==> config.mk <==
export PLATFORM = sky130hd
export DESIGN_NAME = mul_ctrl
export DESIGN_NICKNAME = d
export VERILOG_FILES = /design/src/rtl/mul_ctrl.sv
export SDC_FILE = /design/constraint.sdc
export NUM_CORES = 1
export LEC_CHECK = 0
export BUFFER_PORTS_ARGS = -buffer_cell sky130_fd_sc_hd__buf_4
export CAP_MARGIN = 30
export CORE_MARGIN = 1.5
export CORE_UTILIZATION = 52
export DETAILED_ROUTE_END_ITERATION = 7
export PLACE_DENSITY = 0.86
export RECOVER_POWER = 25
export SLEW_MARGIN = 20
export SYNTH_ARGS = -nofsm -noshare
export SYNTH_HDL_FRONTEND = slang
export SYNTH_SLANG_ARGS = --single-unit
==> constraint.sdc <==
create_clock -name clk -period 3 [get_ports clk]
set_clock_uncertainty 0.15 [all_clocks]
set_input_delay 0.3 -clock clk [delete_from_list [all_inputs] [get_ports clk]]
set_output_delay 0.3 -clock clk [all_outputs]
set_load 0.02 [all_outputs]
==> src/rtl/mul_ctrl.sv <==
// mul_ctrl: sequencing front end for a multi-cycle 32x32 unsigned multiplier.
// Handles RV32M sign conversion, input hold time and result word selection.
`default_nettype none

module mul_ctrl #(
  parameter int WAIT_CYCLES = 8
) (
  input  logic        clk,
  input  logic        rst_n,
  input  logic        flush,
  input  logic        req_valid,
  output logic        req_ready,
  input  logic [2:0]  funct3,
  input  logic [31:0] rs1,
  input  logic [31:0] rs2,
  output logic        resp_valid,
  input  logic        resp_ready,
  output logic [31:0] resp_data,
  output logic [31:0] mul_op1,
  output logic [31:0] mul_op2,
  input  logic [63:0] mul_answer,
  output logic        busy
);

  typedef enum logic [1:0] {
    IDLE = 2'd0,
    WAIT = 2'd1,
    DONE = 2'd2
  } state_t;

  localparam logic [7:0] LAST_CNT = 8'(WAIT_CYCLES - 1);

  state_t      state, state_nx;
  logic [7:0]  cnt, cnt_nx;
  logic        sel_hi, sel_hi_nx;
  logic        neg, neg_nx;
  logic        div, div_nx;
  logic [31:0] op1_nx, op2_nx;
  logic [31:0] data_nx;
  logic        valid_nx;

  logic        a_neg, b_neg;
  logic [63:0] prod;

  // rst_n gates req_ready so nothing is accepted while reset is held
  assign req_ready = (state == IDLE) && rst_n;
  assign busy      = (state != IDLE);

  assign a_neg = ((funct3 == 3'b001) || (funct3 == 3'b010)) && rs1[31];
  assign b_neg = (funct3 == 3'b001) && rs2[31];
  assign prod  = neg ? (64'd0 - mul_answer) : mul_answer;

  always_comb begin
    state_nx = state;
    cnt_nx   = cnt;
    sel_hi_nx = sel_hi;
    neg_nx   = neg;
    div_nx   = div;
    op1_nx   = mul_op1;
    op2_nx   = mul_op2;
    data_nx  = resp_data;
    valid_nx = resp_valid;

    case (state)
      IDLE: begin
        if (req_valid) begin
          state_nx = WAIT;
          cnt_nx   = 8'd0;
          div_nx   = funct3[2];
          // divide encodings leave the multiplier inputs untouched
          if (!funct3[2]) begin
            sel_hi_nx = |funct3[1:0];
            neg_nx    = a_neg ^ b_neg;
            op1_nx    = a_neg ? (32'd0 - rs1) : rs1;
            op2_nx    = b_neg ? (32'd0 - rs2) : rs2;
          end
        end
      end
      WAIT: begin
        cnt_nx = cnt + 8'd1;
        if (div) begin
          state_nx = DONE;
          data_nx  = 32'd0;
          valid_nx = 1'b1;
        end else if (cnt == LAST_CNT) begin
          state_nx = DONE;
          data_nx  = sel_hi ? prod[63:32] : prod[31:0];
          valid_nx = 1'b1;
        end
      end
      DONE: begin
        if (resp_ready) begin
          state_nx = IDLE;
          valid_nx = 1'b0;
        end
      end
      default: begin
        state_nx = IDLE;
        valid_nx = 1'b0;
      end
    endcase

    // flush wins over a same-cycle acceptance
    if (flush) begin
      state_nx  = IDLE;
      cnt_nx    = 8'd0;
      valid_nx  = 1'b0;
      sel_hi_nx = sel_hi;
      neg_nx    = neg;
      div_nx    = div;
      op1_nx    = mul_op1;
      op2_nx    = mul_op2;
    end
  end

  always_ff @(posedge clk or negedge rst_n) begin
    if (!rst_n) begin
      state      <= IDLE;
      cnt        <= 8'd0;
      sel_hi     <= 1'b0;
      neg        <= 1'b0;
      div        <= 1'b0;
      mul_op1    <= 32'd0;
      mul_op2    <= 32'd0;
      resp_data  <= 32'd0;
      resp_valid <= 1'b0;
    end else begin
      state      <= state_nx;
      cnt        <= cnt_nx;
      sel_hi     <= sel_hi_nx;
      neg        <= neg_nx;
      div        <= div_nx;
      mul_op1    <= op1_nx;
      mul_op2    <= op2_nx;
      resp_data  <= data_nx;
      resp_valid <= valid_nx;
    end
  end

endmodule

`default_nettype wire
* Word-level counts from Yosys, hierarchy flattened *
Cells that the tools add are included.

word-level totals
  bits of input ports = 136
  output and inout bits = 99
  register bits after elaboration = 110
  logic and storage cells = 60

cells by class
  reductions and logical operators = 15
  equal/unequal tests = 9
  $add $sub $neg = 4
  bitwise gates (word level) = 3
  mux-type cells = 20

operator list
  kind                     number
  $mux W32                 5
  $mux W64                 1
  $sub A1 B32 Y32 const A  2
  $sub A1 B64 Y64 const A  1
  $mux W8                  2
  $pmux W8 S2              1
  $mux W2                  5
  $reduce_and A3 Y1        3
  $add A8 B1 Y8 const B    1
  $eq A8 B3 Y1 const B     1
  $ne A3 B3 Y1 const B     2
  $pmux W2 S3              1
  $mux W1                  4
  $ne A4 B4 Y1 const B     1
  $reduce_and A2 Y1        2
  $reduce_and A4 Y1        1
  $reduce_bool A2 Y1       2
  $eq A3 B1 Y1 const B     1
  $eq A3 B2 Y1 const B     1
  $logic_and A1 B1 Y1      3
  $pmux W1 S3              1
  $reduce_bool A3 Y1       1
  $eq A2 B1 Y1 const B     1
  $eq A2 B2 Y1 const B     1
  6 further kinds          7

* Logic depth before layout (Yosys ltp) *
Gate-level depths: netlist of run 1.

  depth after elaboration = 5
  depth in mapped cells = 9
  mapped depth without buffers = 8

* Worst setup path after synthesis of run 1 *
No wires, ideal clock.

  kind = input to register
  start point = in mul_answer[0]
  end point = reg resp_data[24]
  data required time = 2,708 ps
  setup slack = 288 ps
  stages = 8
  arrival = 2,420 ps
  cells stage by stage = inv_1 -> ha_1 -> or3b_2 -> nor3_1 -> nand4_2 -> o41ai_1 -> xor2_1 -> o221ai_1

on the way
  longest elaborated chain between the ends = 5

ends and longest elaborated chain
  item                  RTL line  text
  from (decl)           21        input logic [63:0] mul_answer,
  $sub A1 B64 Y64       51        assign prod = neg ? (64'd0 - mul_answer) : mul_answer;
  $mux W64              51
  $mux W32              87        data_nx = sel_hi ? prod[63:32] : prod[31:0];
  $mux W32              85        end else if (cnt == LAST_CNT) begin
  $mux W32              81        if (div) begin
  to (signal assigned)  135       resp_data <= data_nx;
  to (decl)             18        output logic [31:0] resp_data,

No other way between the ends. The select of a mux whose other input is x is not followed.
A chain may end at the register's enable or synchronous reset.

* Final worst setup path of run 1 *
  start point = reg cnt[0]
  end point = reg resp_data[26]

on the way
  longest elaborated chain between the ends = 3

ends and longest elaborated chain
  item                                 RTL line  text
  from (decl)                          34        logic [7:0] cnt, cnt_nx;
  from (signal assigned)               129       cnt <= cnt_nx;
  $eq A8 B3 Y1                         85
  $reduce_bool A2 Y1 (no source line)  --
  $reduce_and A2 Y1 (no source line)   --

No other way between the ends.

==> qor.csv, run 1 <==
stage;metric;value;unit
logic_synthesis;synth_fp_nets;998;
clock_network;cts_buffers;9;
floorplan;rows;43;
timing;hold_viol_final;0;
timing;period_share;84.71;%
final_layout;drive_gt1_share;25.87;%
final_layout;layoutNonFillerInstCount;1278;
clock_network;cts-root-buf;clkbuf_16;
floorplan;io-pin-count;235;
drt;drc_errors;0;
critical_path;r2r_cells;7;
critical_path;critPathCaptureType;flop;
final_layout;syn2layout_area_growth;32.12;%
logic_synthesis;synthArstFlopShare;100.0;%
timing;final.setup.tns;0;ns
clock_network;cts_hold_buf;1;
floorplan;start_util;52.83;%
timing;fmax;0.3935;GHz
clock_network;htree_levels;3;
clock_network;clk_pin_slew;0.08;ns
drt;drt-total-wl;23.09;mm
worst_hold_path;hold_path_class;in -> reg;
logic_synthesis;netlist.area_leader.share;37.83;%
logic_synthesis;synth_seq_area_share;37.83;%
timing;finalSetupViolCount;0;
logic_synthesis;synth-edff-count;0;
drt;vias;7647;
critical_path;cp.arrival;2.69;ns
logic_synthesis;synth_seq_cells;110;
clock_network;clkLatencyLatePin;0.36;ns
global_route;grt_pass1_wl;36.69;mm
final_layout;diodes;0;
power;leakage;4.151;nW
clock_network;cts_resized;0;
floorplan;core_area;13770;µm²
critical_path;crit_required;3.15;ns
logic_synthesis;synth_top_area_cell;dfrtp_1;
critical_path;crit_end;resp_data[26]$_DFFE_PN0P_;
logic_synthesis;synth_flop_cell;dfrtp_1;
placed_design;placedCellCount;1260;
critical_path;reg2reg_slack;0.46;ns
placed_design;portBuffers;234;
logic_synthesis;syn_area;7276;µm²
final_layout;final_core_util;69.79;%
clock_network;numClockSinks;110;
timing;rsz0062_at_grt;no;
drt;avgViaCountPerCell;5.984;
outcome;status;complete, no violations;
timing;finalCriticalPeriod;2.541;ns
timing;slew_headroom;10.25;%
critical_path;critPathLaunchType;flop;
logic_synthesis;syn-instance-count;858;
power;ir_worst_vdd;0.0004173;V
drt;wl_per_cell;18.06;µm
drt;ant_nets;0;
floorplan;die_x;121.3;µm
floorplan;die_area;14710;µm²
clock_network;cts_setup_buffers;0;
global_route;grt_pass1_vias;7250;
placed_design;gp_congestion;0.9927;
drt;first_pass_iters;5;
logic_synthesis;yosys-top-cells-area;dfrtp_1 (38%), o21ai_0 (8.0%), xor2_1 (7.6%);
critical_path;crit_fanout;12;
clock_network;clockBufferDepth;2;
critical_path;cp-startpoint;cnt[0]$_DFFE_PN0P_;
logic_synthesis;synthDistinctLibCells;60;
power;pwr_density_cell;517.1;nW/µm²
critical_path;rr_endpoint;resp_data[26]$_DFFE_PN0P_;
global_route;antenna_found_initial;0;
timing;tightest_slew;1.346;ns
floorplan;dieHeight;121.3;µm
drt;drt_iter0_drc;588;
timing;drv_slew;0;
global_route;gr-total-overflow;0;
critical_path;r2r_start;cnt[0]$_DFFE_PN0P_;
logic_synthesis;yosysMostFrequentCell;o21ai_0;
global_route;grt_usage;31.59;%
logic_synthesis;yosysWarnings;0;
logic_synthesis;synthTopCellsByCount;o21ai_0 (116), nand2_1 (111), dfrtp_1 (110), nor2_1 (68), xor2_1 (63);
critical_path;path_class;reg -> reg;
final_layout;fin_nets;1233;
run;cap_violations;0;
clock_network;tritoncts;yes;
global_route;grt_max_degree;124;
logic_synthesis;syn_avg_cell_area;8.480;µm²
placed_design;hpwl;17.33;mm
==> routing by layer <==
layer | track usage, % | share of wire (%) | vias to the layer above
met3 | 6.767 | 9.4 | 59
met2 | 52.51 | 47 | 402
li1 | - | - | 3583
met4 | 13.68 | 3.2 | 0
met5 | 0 | 0 | -
met1 | 39.59 | 40 | 3603
==> power by group <==
group / total [mW] / internal, mW / switching, mW
registers: 1.93 / 1.74 / 0.198
logic: 1.74 / 0.728 / 1.01
clock network: 1.29 / 0.702 / 0.592
==> cell type report <==
cell class,count,area (µm²)
inverter,13,48.80
clock inverter,5,63.81
fill,1135,4160
sequential,110,2754
tap,180,225.2
timing repair buffer,267,1943
multi-input combinational,692,4325
clock buffer,11,252.7
==> worst min path at each step <==
stage                       start  slack [ns]                         to  cells past startpoint
after floorplan             rst_n       -0.15         cnt[0]$_DFFE_PN0P_                      0
after global placement      rst_n        0.31     resp_valid$_DFFE_PN0P_                      2
after detailed placement    rst_n        0.22  resp_data[31]$_DFFE_PN0P_                      2
after CTS                 rs2[31]        0.01    mul_op2[31]$_DFFE_PN0P_                      3
after global routing      rs2[31]        0.05    mul_op2[31]$_DFFE_PN0P_                      3
final                     rs2[31]        0.02    mul_op2[31]$_DFFE_PN0P_                      3
==> logic make-up after synthesis <==
group	count (synthesis)	synth area share [%]
AO/OA/AOI/OAI	235	20.34
multiplexers	13	1.840
flip-flops	110	37.83
XOR/XNOR	116	13.96
AND/OR/NAND/NOR	324	22.34
buffers and inverters	56	2.992
adder cells (fa/ha/maj)	4	0.6879
==> state kept, by name, indices dropped and copies added (netlist names) <==
signal / flops
cnt: 8
mul_op2: 32
mul_op1: 32
resp_valid: 1
div: 1
neg: 1
resp_data: 32
state: 2
sel_hi: 1
==> metrics by stage <==
step	hold slack, ns	instance area, µm²	total power [mW]	worst slack, ns
2_1_floorplan	-0.1456	7276	2.873	0.2879
3_3_place_gp	0.3098	9335	3.691	0.1797
3_5_place_dp	0.2187	9363	3.734	0.1401
4_1_cts	0.01244	9689	5.033	0.4811
5_1_grt	0.05466	9613	5.228	0.2846
6_report	0.02335	9613	4.971	0.4586
==> cells in the final DEF (no fill, tap or decap), types with 13 or more instances in the layout <==
cell,count
buf_4,236
o21ai_0,116
nand2_1,111
dfrtp_1,109
nor2_1,68
xor2_1,63
xnor2_1,53
clkbuf_1,27
nor3_1,25
a21oi_1,24
o31ai_1,22
a22oi_1,20
or4_1,17
nand4_1,14
or3_1,13
==> critical path, stage by stage (launching register included) <==
cell and delay (ns):
dfrtp_1 0.39, ha_1 0.24, nand4bb_1 0.18, or2_2 0.35, nor2_1 0.31, nand2_1 0.40, o221ai_1 0.31, a311o_1 0.14
Power figures use the tool's default switching activity.
==> run 2: changes to the inputs <==
==> constraint.sdc (replaced) <==
create_clock -name clk -period 2.4 [get_ports clk]
set_clock_uncertainty 0.15 [all_clocks]
set_input_delay 0.24 -clock clk [delete_from_list [all_inputs] [get_ports clk]]
set_output_delay 0.24 -clock clk [all_outputs]
set_load 0.02 [all_outputs]
==> run 2 against run 1 <==
Die area unchanged. Cell area up 6.8%. Routed wire length up 3.4%. First-iteration DRC count down 5.3%. Worst hold slack worse by 0.013 ns. Register-to-register slack worse by 0.34 ns. Non-clock buffer count up 85.
==> qor.csv, run 2 (same netlist as run 1, synthesis figures left out) <==
stage;metric;value;unit
power;power;6.112;mW
final_layout;fin_area;10270;µm²
clock_network;clkLatencyLatePin;0.36;ns
power;pwr_density_cell;595.4;nW/µm²
clock_network;cts_buffers;9;
placed_design;gp_congestion;0.9859;
critical_path;path_class;in -> reg;
clock_network;numClockSinks;110;
critical_path;critPathCaptureType;flop;
drt;avgViaCountPerCell;5.795;
global_route;antenna_found_initial;0;
drt;ant_nets;0;
floorplan;die_area;14710;µm²
global_route;gr-total-overflow;0;
final_layout;layout_commonest_cell;buf_4;
clock_network;tritoncts;yes;
final_layout;reg_top3;mul_op1 x32, mul_op2 x32, resp_data x32;
critical_path;cp-startpoint;mul_answer[0];
critical_path;crit_required;2.49;ns
floorplan;start_util;52.83;%
timing;hold_viol_final;0;
timing;drv_slew;0;
drt;drt_iter0_drc;557;
final_layout;nFillCells;1066;
run;cap_violations;0;
timing;slew_headroom;4.503;%
timing;fmax;0.4277;GHz
floorplan;io-pin-count;235;
placed_design;post_dp_cell_area;10010;µm²
timing;rsz0062_at_grt;no;
final_layout;drive_gt1_share;31.84;%
drt;drt-total-wl;23.86;mm
floorplan;dieHeight;121.3;µm
final_layout;layoutNonFillerInstCount;1361;
placed_design;placedCellCount;1340;
final_layout;layout_common_cells;buf_4 (327), o21ai_0 (115), nand2_1 (111);
final_layout;diodes;0;
drt;wl_per_cell;17.53;µm
drt;drc_errors;0;
final_layout;fin_nets;1318;
drt;first_pass_iters;5;
placed_design;hpwl;18.11;mm
critical_path;crit_fanout;7;
floorplan;die_x;121.3;µm
critical_path;cp.arrival;2.43;ns
power;leakage;4.562;nW
clock_network;htree_levels;3;
final_layout;final_core_util;74.54;%
worst_hold_path;hold_path_class;in -> reg;
critical_path;critPathLaunchType;primary input;
timing;finalSetupViolCount;0;
clock_network;clk_pin_slew;0.07;ns
clock_network;clockBufferDepth;2;
global_route;grt_pass1_vias;7480;
timing;finalCriticalPeriod;2.338;ns
placed_design;portBuffers;234;
global_route;grt_pass1_wl;37.16;mm
final_layout;syn2layout_area_growth;41.10;%
clock_network;cts-root-buf;clkbuf_16;
critical_path;r2r_start;div$_DFFE_PN0P_;
floorplan;core_area;13770;µm²
worst_hold_path;worstHoldStart;mul_answer[0];
floorplan;rows;43;
power;ir_worst_vdd;0.0004732;V
timing;whs;0.01014;ns
timing;tightest_slew;1.432;ns
drt;vias;7887;
global_route;grt_usage;32.40;%
global_route;grt_max_degree;124;
outcome;status;complete, no violations;
timing;period_share;97.41;%
==> run 2: cell types whose count changed in the layout (fill, tap and decap cells not counted), sizes merged <==
cell and delta:
buf +92, bufinv -1, clkbuf -10, clkinvlp +1, dlygate4sd3 +3, inv -2
==> run 2: what timing repair did <==
action,in CTS,in global routing
setup endpoints to repair,0,4
buffers inserted,0,3
hold buffers,4,0
endpoints found under the hold margin,117,0
gates resized for setup,0,3
==> run 2: cell type report <==
| type | instances | area [µm²] | share of cell area (%) |
|---|---|---|---|
| sequential | 110 | 2754 | 26.83 |
| multi-input combinational | 692 | 4359 | 42.46 |
| tap | 180 | 225.2 | 2.194 |
| clock buffer | 11 | 232.7 | 2.267 |
| clock inverter | 3 | 23.77 | 0.2316 |
| timing repair buffer | 352 | 2623 | 25.55 |
| inverter | 13 | 48.80 | 0.4753 |
==> run 2: worst max-delay path: stages <==
cell     delay, ns
buf_4         0.12
or4_4         0.54
or3_4         0.40
or4_4         0.52
o31ai_4       0.22
xnor2_1       0.09
a211o_1       0.29
==> run 2: metrics by stage <==
stage	TNS [ns]	worst slack (ns)
2_1_floorplan	-0.6117	-0.1550
3_3_place_gp	-4.188	-0.2710
3_5_place_dp	-4.878	-0.3060
4_1_cts	0	0.07176
5_1_grt	0	0.005679
6_report	0	0.06207
==> run 2: final timing paths <==
kind                                                  end  cells after the start  slack, ns
worst max-delay path            resp_data[27]$_DFFE_PN0P_                      7       0.06
worst min-delay path             resp_data[0]$_DFFE_PN0P_                      3       0.01
worst max register to register  resp_data[29]$_DFFE_PN0P_                      7       0.12
worst min register to register    mul_op2[25]$_DFFE_PN0P_                      2       0.33
max in group asynchronous                 neg$_DFFE_PN0P_                      3       0.32
min in group asynchronous              sel_hi$_DFFE_PN0P_                      3       0.85
==> run 2: layer usage <==
layer  global-route usage (%)  routed length, µm  vias to the layer above
met4                    14.85                886                        0
met1                    38.48               9060                     3681
met3                    7.707               2269                       65
li1                         -                  -                     3742
met5                        0                  0                        -
met2                    55.37              11650                      399
==> run 2: power breakdown <==
part | total (mW) | internal, mW | switching, mW
logic | 2.34 | 1.00 | 1.34
registers | 2.37 | 2.17 | 0.195
clock network | 1.40 | 0.697 | 0.705
==> run 3: changes to the inputs <==
--- a/config.mk
+++ b/config.mk
@@ -10,6 +10,7 @@
 export CORE_MARGIN = 1.5
 export CORE_UTILIZATION = 52
 export DETAILED_ROUTE_END_ITERATION = 7
+export GPL_TIMING_DRIVEN = 0
 export PLACE_DENSITY = 0.86
 export RECOVER_POWER = 25
 export SLEW_MARGIN = 20
==> run 3 against run 2 <==
Total power is 0.17% higher. Routed wire length is 4.0% higher. Clock power hardly changed. Largest power group unchanged. Non-clock buffer count is 64 lower. Worst hold slack worse by 0.0050 ns. Core utilization is 3.0 points lower. Final cell count is 4.8% lower. Register-to-register slack better by 0.03 ns.
==> qor.csv, run 3 (same netlist as run 1, synthesis figures left out) <==
stage;metric;value;unit
timing;fmax;0.4234;GHz
placed_design;gp_congestion;0.9812;
final_layout;layout_common_cells;buf_4 (236), o21ai_0 (114), dfrtp_1 (110);
critical_path;critPathCaptureType;flop;
global_route;grt_pass1_vias;7446;
timing;whs;0.005128;ns
global_route;gr-total-overflow;0;
clock_network;tritoncts;yes;
floorplan;start_util;52.83;%
final_layout;fin_nets;1254;
critical_path;crit_fanout;7;
power;leakage;4.279;nW
critical_path;cp.arrival;2.47;ns
worst_hold_path;hold_path_class;in -> reg;
clock_network;clockBufferDepth;2;
clock_network;cts_buffers;9;
clock_network;clk_pin_slew;0.08;ns
drt;first_pass_iters;5;
timing;tightest_slew;0.8256;ns
clock_network;htree_levels;3;
final_layout;diodes;0;
timing;rsz0062_at_grt;yes;
final_layout;layoutNonFillerInstCount;1296;
power;pwr_density_cell;621.2;nW/µm²
final_layout;nFillCells;1084;
placed_design;hpwl;18.69;mm
final_layout;layout_commonest_cell;buf_4;
worst_hold_path;hold_end;state[1]$_DFFE_PN0P_;
floorplan;die_area;14710;µm²
global_route;grt_pass1_wl;37.88;mm
power;ir_worst_vdd;0.0006070;V
timing;drv_slew;0;
run;cap_violations;0;
floorplan;rows;43;
timing;finalCriticalPeriod;2.362;ns
floorplan;die_x;121.3;µm
global_route;grt_usage;33.26;%
drt;drt-total-wl;24.81;mm
global_route;antenna_found_initial;0;
timing;finalSetupViolCount;0;
timing;hold_viol_final;0;
floorplan;core_area;13770;µm²
drt;drc_errors;0;
critical_path;rr_endpoint;resp_data[29]$_DFFE_PN0P_;
final_layout;reg_top3;mul_op1 x32, mul_op2 x32, resp_data x32;
critical_path;crit_required;2.50;ns
critical_path;critPathSlowestCell;or4_4;
critical_path;r2r_start;state[0]$_DFFE_PN0P_;
drt;avgViaCountPerCell;6.143;
floorplan;dieHeight;121.3;µm
critical_path;reg2reg_slack;0.15;ns
timing;final.setup.tns;0;ns
outcome;status;complete, no violations;
drt;drt_iter0_drc;619;
drt;vias;7961;
placed_design;placedCellCount;1274;
timing;period_share;98.41;%
final_layout;drive_gt1_share;29.39;%
critical_path;path_class;in -> reg;
global_route;grt_max_degree;81;
timing;setup_slack;0.03815;ns
clock_network;numClockSinks;110;
critical_path;crit_top_cell;or4_4;
critical_path;path_cells;buf_8, or4_4, or3_4, or4_4, o31ai_4, xnor2_1, a211o_1;
placed_design;portBuffers;234;
clock_network;clkLatencyLatePin;0.36;ns
worst_hold_path;hold_path_depth;4;
timing;slew_headroom;44.96;%
clock_network;cts-root-buf;clkbuf_16;
drt;ant_nets;0;
final_layout;final_core_util;71.57;%
drt;wl_per_cell;19.15;µm
critical_path;critPathLaunchType;primary input;
critical_path;r2r_cells;7;
critical_path;max_stage_delay;0.57;ns
floorplan;io-pin-count;235;
final_layout;syn2layout_area_growth;35.48;%
worst_hold_path;worstHoldStart;resp_ready;
placed_design;pre_cts_ws;-0.6418;ns
## run 3: stage by stage
stage / instance area [µm²] / power, mW
2_1_floorplan: 7295 / 3.594
3_3_place_gp: 9276 / 4.655
3_5_place_dp: 9315 / 4.702
4_1_cts: 9758 / 6.110
5_1_grt: 9857 / 6.416
6_report: 9857 / 6.123
## run 3: cell type report
| cell class | instances | area [µm²] | area share, % |
|---|---|---|---|
| multi-input cells | 692 | 4534 | 46.00 |
| repair buffers | 250 | 1869 | 18.96 |
| inverters | 13 | 48.80 | 0.4950 |
| well taps | 180 | 225.2 | 2.285 |
| plain buffers | 38 | 175.2 | 1.777 |
| flip-flops and latches | 110 | 2753 | 27.93 |
| clock buffers | 9 | 225.2 | 2.285 |
| clock inverters | 4 | 26.28 | 0.2666 |
## run 3: power breakdown
| group | internal, mW | leakage, nW | switching [mW] |
|---|---|---|---|
| Combinational | 0.967 | 2.72 | 1.38 |
| Sequential | 2.17 | 1.43 | 0.208 |
| Clock | 0.688 | 0.123 | 0.706 |
| Total | 3.83 | 4.28 | 2.30 |
## run 3: worst max-delay path by stage
stage	from	to	slack, ns
6_report	mul_answer[1]	resp_data[27]$_DFFE_PN0P_	0.04
5_1_grt	mul_answer[0]	resp_data[24]$_DFFE_PN0P_	-0.06
4_1_cts	mul_answer[0]	resp_data[27]$_DFFE_PN0P_	-0.006
3_5_place_dp	mul_answer[0]	resp_data[24]$_DFFE_PN0P_	-0.64
3_3_place_gp	mul_answer[0]	resp_data[24]$_DFFE_PN0P_	-0.68
2_1_floorplan	mul_answer[0]	resp_data[13]$_DFFE_PN0P_	-0.16
## run 3: critical path: cells and delay by family
kind	cells	cell delay (ns)
AOI/OAI and AO/OA	2	0.50
xor gates and xnor gates	1	0.09
buffers and inverters	1	0.10
and+or+nand+nor	3	1.52
## run 3: what timing repair did
item	CTS	global route
gates resized for setup	34	38
pin swaps	3	8
endpoints found under the setup margin	94	93
buffers inserted	7	4
hold endpoints to repair	31	0
hold buffers	2	0
## run 3: layer usage
metal	vias up	track usage (%)	share of wire (%)
li1	3631	-	-
met1	3799	40.50	38
met2	459	55.26	48
met3	72	8.882	11
met4	0	14.63	3.4
met5	-	0	0
